`src/rtl/sync_fifo.sv`:
```
// sync_fifo: single-clock first-word-fall-through FIFO with
// valid/ready handshakes on both sides and occupancy reporting.
module sync_fifo #(
    parameter int DATA_WIDTH = 32,
    parameter int DATA_DEPTH = 8
) (
    input  logic                          clk_i,
    input  logic                          rstn_i,
    input  logic                          wr_vld_i,
    output logic                          wr_rdy_o,
    input  logic [DATA_WIDTH-1:0]         wr_data_i,
    input  logic                          rd_rdy_i,
    output logic                          rd_vld_o,
    output logic [DATA_WIDTH-1:0]         rd_data_o,
    output logic                          full_o,
    output logic                          empty_o,
    output logic [$clog2(DATA_DEPTH):0]   elem_cnt_o
);

    localparam int AW = $clog2(DATA_DEPTH);
    localparam int PW = AW + 1;
    localparam logic [PW-1:0] DEPTH_C = PW'(DATA_DEPTH);

    logic [DATA_WIDTH-1:0] mem [DATA_DEPTH];
    logic [PW-1:0]         wr_ptr;
    logic [PW-1:0]         rd_ptr;
    logic [PW-1:0]         cnt;
    logic                  push;
    logic                  pop;

    // Extra wrap bit lets the pointer difference span 0..DATA_DEPTH.
    assign cnt        = wr_ptr - rd_ptr;
    assign elem_cnt_o = cnt;
    assign full_o     = (cnt == DEPTH_C);
    assign empty_o    = (cnt == '0);
    assign wr_rdy_o   = !full_o;
    assign rd_vld_o   = !empty_o;

    assign push = wr_vld_i && wr_rdy_o;
    assign pop  = rd_rdy_i && rd_vld_o;

    assign rd_data_o = empty_o ? '0 : mem[rd_ptr[AW-1:0]];

    always_ff @(posedge clk_i or negedge rstn_i) begin
        if (!rstn_i) begin
            wr_ptr <= '0;
            rd_ptr <= '0;
        end else begin
            if (push) wr_ptr <= wr_ptr + 1'b1;
            if (pop)  rd_ptr <= rd_ptr + 1'b1;
        end
    end

    // Storage is deliberately left unreset.
    always_ff @(posedge clk_i) begin
        if (push) mem[wr_ptr[AW-1:0]] <= wr_data_i;
    end

endmodule

```
`config.mk`:
```
export PLATFORM = sky130hd
export DESIGN_NAME = sync_fifo
export DESIGN_NICKNAME = d
export VERILOG_FILES = /design/src/rtl/sync_fifo.sv
export SDC_FILE = /design/constraint.sdc
export NUM_CORES = 1
export LEC_CHECK = 0
export ABC_CLOCK_PERIOD_IN_PS = 5440
export BUFFER_PORTS_ARGS = -buffer_cell sky130_fd_sc_hd__buf_2
export CORE_MARGIN = 1
export CORE_UTILIZATION = 40
export CTS_CLUSTER_DIAMETER = 80
export DETAILED_ROUTE_END_ITERATION = 7
export HOLD_SLACK_MARGIN = 0.02
export SETUP_SLACK_MARGIN = 0.5
export SYNTH_ARGS = -nofsm -noshare
export SYNTH_HDL_FRONTEND = slang
export SYNTH_SLANG_ARGS = --single-unit
```
`constraint.sdc`:
```
create_clock -name clk_i -period 5.44 [get_ports clk_i]
set_input_delay 0.544 -clock clk_i [delete_from_list [all_inputs] [get_ports clk_i]]
set_output_delay 0.544 -clock clk_i [all_outputs]
set_load 0.01 [all_outputs]
```
==> results.md, run 1 <==
- Slowest Stage Delay on Critical Path: 0.85 ns
- Sw Ratio: 33.3%
- Setup violators final: 0
- Hold violation total from the final report: 0
- HP Class: input pin to flop
- Antenna-violating nets left: 0
- Most common flop cell mapped by yosys: edfxtp_1
- Outcome: finished, final reports clean
- Crit start category: flop
- Buffers on Ports: 75
- CP Cell Sequence: ha_1 > inv_1 > fa_1 > xor2_1 > or3_4 > nor3_4 > buf_4 > a21oi_1 > buf_2
- Fin crit share: between 80 and 90%
- Die area: about 0.026 mm^2
- Grt ovf: 0
- WL/cell: 22.0 um
- Global-route wire length before repair: roughly 32 mm
- CTS H-tree lvls: 1
- Final min period: 4.52 ns
- Warnings, synthesis: 0
- CTS tree: done
- Area of the multi-input gates: 0.00228 mm^2
- Crit path max fanout: 25
- Post-CTS Setup Repair Bufs: 0
- Maximum clock rate: approximately 0.22 GHz
- Post-Syn Area: between 0.01 and 0.015 mm^2
- Cell area after placement: 0.0111 mm^2
- Synth cell types: 30
- RSZ-0062 raised after global routing: false
- Post-route cell area: approximately 0.012 mm^2
- Relative slew slack: 26.3%
- Syn_nets: 548
- Setup_tns: 0 ns
- DR WL met3: 738 um
- Worst clock skew: 0.0144 ns
- Synth area leader: edfxtp_1
- GRT Util Overall: between 10% and 20%
- Syn avg cell area: 20.3 um^2
- Yosys reg bits: about 260
- Share of cells above drive strength 1: 33.0%
- Non-Filler Instances: 952
- Clock sinks: 264
- Share of the synthesized area in the top cell type: 74.9%
- Placed cell count: 902
- Root buf cell: clkbuf_16
- Rows: 58
- Worst slew pin tran: 1.10 ns
- HPWL Detailed: about 12 mm
- CP max stage cell: nor3_4
- Core area: approximately 0.025 mm^2
- Metal-1 WL: 8.51 mm
- Die Span Y: around 160 um
- Pleak: 0.00397 uW
- Commonest cells post-synth: edfxtp_1, nand2_1, mux4_2
- P per Cell Area: about 600 mW/mm^2
- I/O Pins: 76
- Effective utilization at floorplan: 40.8%
- Fillers: 2109
- Routability cong.: 0.750
- Pre-antenna DRT Iters: 4
- Drt total wl: ~21 mm
- Count leader, synth: edfxtp_1
- Clock-pin slew on the worst setup and hold paths: 0.06 ns
- Top post-synthesis cells by area: edfxtp_1, mux4_2, nand2_1
- CTS Buf Count: 27
- Clock latency on the worst-skew pair: 0.53 ns
- Reg area: 0.00789 mm^2
- Vias in the first global route: around 5500
- Sequential power share: 39.7%
- Vias/cell: 5.30
- Tot Pwr: between 6000 and 7000 uW
- Crit. End Element: output port
- Share of the yosys chip area belonging to registers: approximately three quarters
- DR iter-0 viols: 418
- Required time of the worst setup path: a little under 5 ns
- Die width: 162 um
- Post-synth EDFFs: 256
- Slew Viols, Final: 0
- Peak supply drop: 0.261 mV
- Nets: roughly 640
- Net Switching: 2320 uW
- Crit path DAT: 3.97 ns
- Crit Path Category: flop to output port
- Async SR Flop Fraction: under 10%
- Cell-internal power: roughly 4600 uW
- Clock share of power: 24.0%
- Delay-heaviest family, CP: simple AND/OR/NAND/NOR gates
- DRC violation count after routing: 0
- Crit path buffers/inverters: 3
- Post-CTS Resized: 0
- Comb pwr share: approximately 36%
- Top layer in use: met4
- Area Growth Syn to Fin: 16.1%
- Vias: 5041
- Initial antenna violation count: 1
- WL met2: roughly 11 mm
- Cells after Synth: 506
- CTS Buffer Depth: 3
- Pin count of the biggest net entering global routing: 68
- Max cap viols: 0
==> per-stage QoR <==
stage	util, %	setup WS, ns	hold WS [ns]
2_1_floorplan	-	0.640	0.248
5_1_grt	47.3	0.693	0.274
3_5_place_dp	44.1	1.38	0.412
3_3_place_gp	44.1	1.48	0.410
4_1_cts	47.3	0.805	0.261
6_report	47.3	0.924	0.277
==> what timing repair did <==
action | in CTS | in global routing
hold endpoints to repair | 8 | 0
hold buffers | 1 | 0
endpoints found under the setup margin | 0 | 0
==> flip-flops by register name (all words and copies together) (netlist names) <==
| register | count |
|---|---|
| mem | 256 |
| rd_ptr | 4 |
| wr_ptr | 4 |
==> power by group through the flow <==
stage / combinational, uW / sequential (uW) / clock, uW
after global routing: 2770 / 2790 / 1780
final: 2530 / 2760 / 1670
after floorplan: 1740 / 2720 / 0
after CTS: 2600 / 2770 / 1710
after global placement: 2570 / 2780 / 0
after detailed placement: 2590 / 2810 / 0
==> cell type report <==
type / count / share of cell area (%)
timing repair buffer: 92 / 4.24
clock buffer: 39 / 6.05
tap: 330 / 3.46
inverter: 7 / 0.220
clock inverter: 9 / 0.609
antenna: 1 / 0.0210
sequential: 264 / 66.2
multi-input combinational: 210 / 19.2
==> metal layers <==
layer,track usage (%),vias up
met5,0,-
met4,4.76,0
met3,2.71,34
met2,30.3,106
met1,20.5,2673
li1,-,2228
==> final timing paths <==
check                               from  cells past startpoint  slack [ns]            end
max                            rd_ptr[0]                      9        0.92  rd_data_o[22]
min                        wr_data_i[17]                      1        0.28     mem[5][17]
max reg2reg                    rd_ptr[0]                      9        1.80     mem[5][10]
min reg2reg                    wr_ptr[3]                      2        0.55      wr_ptr[3]
max in group asynchronous         rstn_i                      2        4.82      rd_ptr[0]
min in group asynchronous         rstn_i                      2        0.41      wr_ptr[1]
==> layout by cell type (no fill, tap or decap), types with 6 or more instances in the layout <==
cell type,instances
a21oi_1,34
buf_2,75
buf_4,16
clkbuf_1,12
clkbuf_16,27
dfrtp_1,6
edfxtp_1,256
inv_1,6
mux4_2,64
nand2_1,69
nor2_4,6
xnor2_1,6
==> kinds of logic (layout without fill, tap and decap cells) <==
kind of cell             count (synthesis)  after routing  share of synthesized area [%]
adder cells (fa/ha/maj)                  6              6                          0.804
multiplexers                            66             66                           14.3
flip-flops                             264            264                           76.8
AND/OR/NAND/NOR                         92             92                           3.90
buffers and inverters                   32            147                           1.46
XOR/XNOR                                 8              8                          0.683
other                                    0              1                              0
AO/OA/AOI/OAI                           38             38                           2.06
Power figures use the tool's default switching activity.
==> inputs of run 2 (changes only) <==
--- a/config.mk
+++ b/config.mk
@@ -5,7 +5,7 @@
 export SDC_FILE = /design/constraint.sdc
 export NUM_CORES = 1
 export LEC_CHECK = 0
-export ABC_CLOCK_PERIOD_IN_PS = 5440
+export ABC_CLOCK_PERIOD_IN_PS = 4250
 export BUFFER_PORTS_ARGS = -buffer_cell sky130_fd_sc_hd__buf_2
 export CORE_MARGIN = 1
 export CORE_UTILIZATION = 40
==> constraint.sdc (replaced) <==
create_clock -name clk_i -period 4.25 [get_ports clk_i]
set_input_delay 0.425 -clock clk_i [delete_from_list [all_inputs] [get_ports clk_i]]
set_output_delay 0.425 -clock clk_i [all_outputs]
set_load 0.01 [all_outputs]
==> run 2 against run 1 <==
Effect of this change:
- wire length increased by 1.4%
- die area unchanged
- core utilization increased by 0.35 points
- critical path type unchanged
- critical endpoint is now rd_data_o[20]
- largest cell class unchanged
==> results.md, run 2 (synthesis gave the netlist of run 1 again) <==
- Required time of the worst setup path: 3.83 ns (was 4.90 ns)
- Vias/cell: 5.30 (about the same)
- Maximum clock rate: slightly below 0.3 GHz
- Commonest cells after routing, fill and taps aside: edfxtp_1, buf_2, nand2_1 (unchanged)
- Crit path buffers/inverters: 3 (unchanged)
- Slew Viols, Final: 0 (unchanged)
- Crit path max fanout: 36 (was 25)
- Nets: 646 (was 644)
- Worst clock skew: 0.00982 ns (was 0.0144 ns)
- Non-Filler Instances: 957 (was 952)
- Fillers: 2083 (was 2109)
- Global-route wire length before repair: 32.7 mm (was 32.3 mm)
- Worst slew pin tran: 1.02 ns (was 1.10 ns)
- Delay-heaviest family, CP: adder cells (was simple AND/OR/NAND/NOR gates)
- Drt total wl: 21.2 mm (was 20.9 mm)
- Reg2Reg Launch Point: wr_ptr[1] (was rd_ptr[0])
- Crit start category: flop (unchanged)
- Die width: 162 um (unchanged)
- CP Cell Sequence: ha_1 > inv_1 > fa_1 > or3_4 > nor3_4 > buf_6 > a21oi_1 > buf_2 (was ha_1 > inv_1 > fa_1 > xor2_1 > or3_4 > nor3_4 > buf_4 > a21oi_1 > buf_2)
- Max reg flops: 256 (unchanged)
- Pin count of the biggest net entering global routing: 68 (unchanged)
- Root buf cell: clkbuf_16 (unchanged)
- HPWL Detailed: 11.5 mm (was 11.9 mm)
- CTS Buf Count: 29 (was 27)
- Core area: 0.0252 mm^2 (unchanged)
- Rows: 58 (unchanged)
- Fin crit share: 81.0%
- CTS H-tree lvls: 1 (unchanged)
- Routability cong.: 0.775 (was 0.750)
- WL/cell: 22.2 um (was 22.0 um)
- Slowest Stage Delay on Critical Path: 0.47 ns (was 0.85 ns)
- Vias: 5076 (was 5041)
- Pleak: 0.00401 uW (was 0.00397 uW)
- I/O Pins: 76 (unchanged)
- Placed cell count: 902 (unchanged)
- Die Span Y: 162 um (unchanged)
- Grt ovf: 0 (unchanged)
- Share of cells above drive strength 1: 33.6% (was 33.0%)
- Max cap viols: 0 (unchanged)
- Die area: 0.0263 mm^2 (unchanged)
- Clock-pin slew on the worst setup and hold paths: 0.06 ns (about the same)
- Effective utilization at floorplan: 40.8% (unchanged)
- Clock latency on the worst-skew pair: 0.53 ns (about the same)
- Setup_tns: 0 ns (unchanged)
- Crit Path Category: flop to output port (unchanged)
- Hold violation total from the final report: 0 (unchanged)
- CTS tree: done (unchanged)
- Cell area after placement: 0.0111 mm^2 (about the same)
- Final min period: around 3.4 ns
- Min setup slack post-route: 0.806 ns (was 0.924 ns)
- CP max stage cell: dfrtp_4 (was nor3_4)
- HP Class: input pin to flop (unchanged)
- DRC violation count after routing: 0 (unchanged)
- Initial antenna violation count: 3 (was 1)
- Relative slew slack: 32.2% (was 26.3%)
- Worst hold start: wr_data_i[27] (was wr_data_i[17])
- Antenna-violating nets left: 0 (unchanged)
- GRT Util Overall: 16.8% (was 16.7%)
- P per Cell Area: 754 mW/mm^2 (was 583 mW/mm^2)
- Commonest non-fill, non-tap cell in the layout: edfxtp_1 (unchanged)
- Post-route cell area: 0.0120 mm^2 (was 0.0119 mm^2)
- Peak supply drop: 0.444 mV (was 0.261 mV)
- DR iter-0 viols: 267 (was 418)
- RSZ-0062 raised after global routing: false (unchanged)
- Worst Setup SP: rd_ptr[0] (unchanged)
- CTS Buffer Depth: 3 (unchanged)
- Pre-CTS setup slack: 0.820 ns (was 1.38 ns)
- Tot Pwr: 9060 uW (was 6950 uW)
- Crit. End Element: output port (unchanged)
- Setup violators final: 0 (unchanged)
- Area Growth Syn to Fin: 16.9% (was 16.1%)
- Vias in the first global route: 5503 (was 5542)
- Clock sinks: 264 (unchanged)
- Crit path DAT: 3.02 ns (was 3.97 ns)
- Pre-antenna DRT Iters: 4 (unchanged)
- Outcome: finished, final reports clean (unchanged)
- Buffers on Ports: 75 (unchanged)
run 2: changes by cell type in the layout (fill, tap and decap cells not counted), moves of 2 or more:
cell | before | now
clkbuf_16 | 27 | 29
nor3_4 | 1 | 3
buf_6 | 0 | 2
buf_4 | 16 | 14
nor3_2 | 2 | 0
clkinv_1 | 5 | 13
clkbuf_1 | 12 | 4
run 2: timing repair:
action	4_1_cts	5_1_grt
hold endpoints to repair	8	0
setup endpoints to repair	0	19
hold buffers	1	0
buffers inserted	0	0
resized for setup	0	2
run 2: final cells by class:
| class | count | area (um^2) | area share [%] |
|---|---|---|---|
| Antenna cell | 2 | 5.00 | 0.0417 |
| Timing Repair Buffer | 92 | 513 | 4.27 |
| Inverter | 7 | 26.3 | 0.219 |
| Tap cell | 330 | 413 | 3.44 |
| Multi-Input combinational cell | 210 | 2300 | 19.1 |
| Clock buffer | 33 | 741 | 6.17 |
| Clock inverter | 19 | 116 | 0.969 |
| Sequential cell | 264 | 7890 | 65.8 |
run 2: worst paths after layout:
check | to | slack (ns) | cells past startpoint
max | rd_data_o[20] | 0.81 | 8
min | mem[6][27] | 0.16 | 1
max reg2reg | mem[4][6] | 0.85 | 7
min reg2reg | wr_ptr[3] | 0.55 | 2
max in group asynchronous | rd_ptr[0] | 3.78 | 2
min in group asynchronous | wr_ptr[2] | 0.27 | 2
run 2: per-layer routing:
layer	track usage, %	wire length (um)	vias up
met4	4.59	405	2
li1	-	-	2233
met3	2.68	824	28
met5	0	17	-
met2	29.1	10900	102
met1	21.9	9050	2711
run 2: power by group:
group | leakage [uW] | internal, uW | total, uW | switching, uW
registers | 0.00242 | 3340 | 3460 | 121
clock network | 0.000420 | 1300 | 2240 | 942
logic | 0.00118 | 1370 | 3350 | 1980
total | 0.00401 | 6010 | 9060 | 3050
run 2: worst reg2reg max path: cells and delay by family, from the launching register on:
kind            cells  cell delay (ns)
compound gates      1             0.11
xor+xnor            1             0.24
fa+ha+maj           1             0.50
buf+inv             1             0.45
flops               1             0.54
simple gates        3             1.21
run 2: stage by stage:
stage | hold slack, ns | util, %
after floorplan | 0.129 | -
after global placement | 0.287 | 44.2
after detailed placement | 0.287 | 44.2
after CTS | 0.143 | 47.6
after global routing | 0.155 | 47.7
final | 0.163 | 47.7
==> inputs of run 3 (changes only) <==
--- a/config.mk
+++ b/config.mk
@@ -5,7 +5,7 @@
 export SDC_FILE = /design/constraint.sdc
 export NUM_CORES = 1
 export LEC_CHECK = 0
-export ABC_CLOCK_PERIOD_IN_PS = 4250
+export ABC_CLOCK_PERIOD_IN_PS = 2800
 export BUFFER_PORTS_ARGS = -buffer_cell sky130_fd_sc_hd__buf_2
 export CORE_MARGIN = 1
 export CORE_UTILIZATION = 40
==> constraint.sdc (replaced) <==
create_clock -name clk_i -period 2.8 [get_ports clk_i]
set_input_delay 0.28 -clock clk_i [delete_from_list [all_inputs] [get_ports clk_i]]
set_output_delay 0.28 -clock clk_i [all_outputs]
set_load 0.01 [all_outputs]
==> run 3 against run 2 <==
Effect of this change:
- the run now ends with setup timing left
- critical path depth increased by 5
- core utilization rose by 8.5 points
- clock-buffer cell count up 1
==> results.md, run 3 (synthesis gave the netlist of run 1 again) <==
- Outcome: finished with violations (was finished, final reports clean)
- Failing checks: setup timing
- Worst clock skew: 0.0152 ns (was 0.00982 ns)
- Worst hold start: wr_data_i[19] (was wr_data_i[27])
- RSZ-0062 raised after global routing: true (was false)
- Worst slew pin tran: 1.03 ns (was 1.02 ns)
- Area Growth Syn to Fin: 37.8% (was 16.9%)
- # diodes: 0 (was 2)
- Relative slew slack: 31.5% (was 32.2%)
- Buffers on Ports: 75 (unchanged)
- Delay-heaviest family, CP: buffers and inverters (was adder cells)
- Crit path DAT: 2.88 ns (was 3.02 ns)
- Vias/cell: 5.26 (was 5.30)
- Critical Path Stages: 13 (was 8)
- Crit path buffers/inverters: 7 (was 3)
- Rows: 58 (unchanged)
- Reg-to-reg critical path endpoint: mem[3][2] (was mem[4][6])
- Fillers: 1869 (was 2083)
- Peak supply drop: 0.641 mV (was 0.444 mV)
- CTS tree: done (unchanged)
- Vias in the first global route: 5890 (was 5503)
- Post-route cell area: 0.0141 mm^2 (was 0.0120 mm^2)
- Vias: 5524 (was 5076)
- Die area: 0.0263 mm^2 (unchanged)
- Routability cong.: 0.745 (was 0.775)
- Slowest Stage Delay on Critical Path: 0.41 ns (was 0.47 ns)
- HPWL Detailed: 12.0 mm (was 11.5 mm)
- Drt total wl: 24.2 mm (was 21.2 mm)
- Share of cells above drive strength 1: 46.4% (was 33.6%)
- Placed cell count: 912 (was 902)
- CP max stage cell: dfrtp_1 (was dfrtp_4)
- Clock latency on the worst-skew pair: 0.54 ns (was 0.53 ns)
- Max reg flops: 256 (unchanged)
- P per Cell Area: 1240 mW/mm^2 (was 754 mW/mm^2)
- Commonest non-fill, non-tap cell in the layout: edfxtp_1 (unchanged)
- GRT Util Overall: 19.3% (was 16.8%)
- Crit. End Element: output port (unchanged)
- Slew Viols, Final: 0 (unchanged)
- Maximum clock rate: 0.317 GHz
- Hold violation total from the final report: 0 (unchanged)
- Fin crit share: 113%
- Crit Path Category: flop to output port (unchanged)
- Crit start category: flop (unchanged)
- Clock sinks: 264 (unchanged)
- Crit path max fanout: 5 (was 36)
- HP Class: input pin to flop (unchanged)
- Reg2Reg Launch Point: wr_ptr[0] (was wr_ptr[1])
- CP Cell Sequence: inv_4 > ha_4 > inv_2 > fa_2 > xor2_2 > or3_4 > nor3_4 > buf_6 > buf_12 > buf_16 > buf_12 > a21oi_4 > buf_6 (was ha_1 > inv_1 > fa_1 > or3_4 > nor3_4 > buf_6 > a21oi_1 > buf_2)
- CTS H-tree lvls: 1 (unchanged)
- CTS Buf Count: 26 (was 29)
- Worst Setup SP: wr_ptr[0] (was rd_ptr[0])
- Commonest cells after routing, fill and taps aside: edfxtp_1, nand2_1, mux4_2 (was edfxtp_1, buf_2, nand2_1)
- R2R depth: 14 (was 7)
- CTS Buffer Depth: 3 (unchanged)
- Pleak: 0.00481 uW (was 0.00401 uW)
- I/O Pins: 76 (unchanged)
- Non-Filler Instances: 1050 (was 957)
- Nets: 742 (was 646)
- Final min period: 3.16 ns
- Pin count of the biggest net entering global routing: 68 (unchanged)
- Clock-pin slew on the worst setup and hold paths: 0.07 ns (was 0.06 ns)
- Effective utilization at floorplan: 40.8% (unchanged)
- Cell area after placement: 0.0117 mm^2 (was 0.0111 mm^2)
- Antenna-violating nets left: 0 (unchanged)
- Root buf cell: clkbuf_16 (unchanged)
- Register-to-register setup slack: 0.01 ns (was 0.85 ns)
- Fin util: 56.2% (was 47.7%)
- Die width: 162 um (unchanged)
- DRC violation count after routing: 0 (unchanged)
- Global-route wire length before repair: 36.9 mm (was 32.7 mm)
- Initial antenna violation count: 0 (was 3)
- Fin Hold WS: 0.0354 ns (was 0.163 ns)
- Setup violators final: 34 (was 0)
- Max cap viols: 0 (unchanged)
- DR iter-0 viols: 424 (was 267)
- Core area: 0.0252 mm^2 (unchanged)
- WL/cell: 23.1 um (was 22.2 um)
- Required time of the worst setup path: 2.52 ns (was 3.83 ns)
- Worst setup endpoint: rd_data_o[11] (was rd_data_o[20])
- Min setup slack post-route: -0.355 ns (was 0.806 ns)
- Die Span Y: 162 um (unchanged)
- Pre-antenna DRT Iters: 5 (was 4)
- Grt ovf: 0 (unchanged)
run 3: cell types whose count changed in the layout (fill, tap and decap cells not counted), moves of 3 or more:
cell	before	now
a21oi_1	34	1
a21oi_4	0	31
buf_12	0	26
buf_16	0	14
buf_2	75	45
buf_4	14	25
buf_6	2	56
buf_8	0	4
bufinv_16	1	4
clkbuf_1	4	8
clkinv_1	13	5
dlygate4sd3_1	1	20
inv_1	6	2
run 3: how the worst min path moves through the flow:
stage	to	slack, ns	cells past startpoint
2_1_floorplan	rd_ptr[0]	-0.02	0
3_3_place_gp	rd_ptr[2]	0.14	1
3_5_place_dp	rd_ptr[2]	0.14	1
4_1_cts	mem[0][23]	0.02	1
5_1_grt	mem[5][19]	0.03	1
6_report	mem[3][19]	0.04	1
run 3: timing repair:
action / CTS / global route
hold buffers: 19 / 1
gates cloned: 16 / 1
endpoints found under the setup margin: 295 / 298
pin swaps: 5 / 4
setup buffers: 46 / 7
endpoints found under the hold margin: 121 / 2
resized for setup: 81 / 26
run 3: worst register-to-register path, delay by kind of cell (launching register included):
kind | cells | cell delay, ns
XOR/XNOR | 1 | 0.22
buffers and inverters | 7 | 0.81
AND/OR/NAND/NOR | 3 | 0.45
adder cells (fa/ha/maj) | 2 | 0.50
flip-flops | 1 | 0.41
AO/OA/AOI/OAI | 1 | 0.10
run 3: layer usage:
layer	vias up	global-route usage [%]	routed length [um]	share of wire (%)
met3	45	2.89	1170	4.8
met5	-	0	0	0
met4	0	5.83	637	2.6
met1	2896	25.6	9930	41
met2	153	33.0	12500	52
li1	2430	-	-	-
run 3: power breakdown:
part           internal [uW]  switching (uW)
clock                   2080            1430
combinational           4510            4230
sequential              5060             175
total                  11700            5840
run 3: cell type report:
| type | instances | area (um^2) | area share, % |
|---|---|---|---|
| multi-input cells | 210 | 2710 | 19.2 |
| clock buffers | 34 | 681 | 4.81 |
| repair buffers | 191 | 2230 | 15.8 |
| well taps | 330 | 413 | 2.92 |
| flip-flops and latches | 264 | 7890 | 55.8 |
| clock inverters | 14 | 178 | 1.26 |
| inverters | 7 | 32.5 | 0.230 |
run 3: per-stage QoR:
step / setup TNS (ns) / power, uW / setup WS (ns)
after floorplan: -34.60 / 9800 / -0.435
after global routing: -17.92 / 18300 / -0.459
after detailed placement: 0 / 11700 / 0.168
final: -10.78 / 17500 / -0.355
after global placement: 0 / 11600 / 0.166
after CTS: -10.85 / 17100 / -0.351
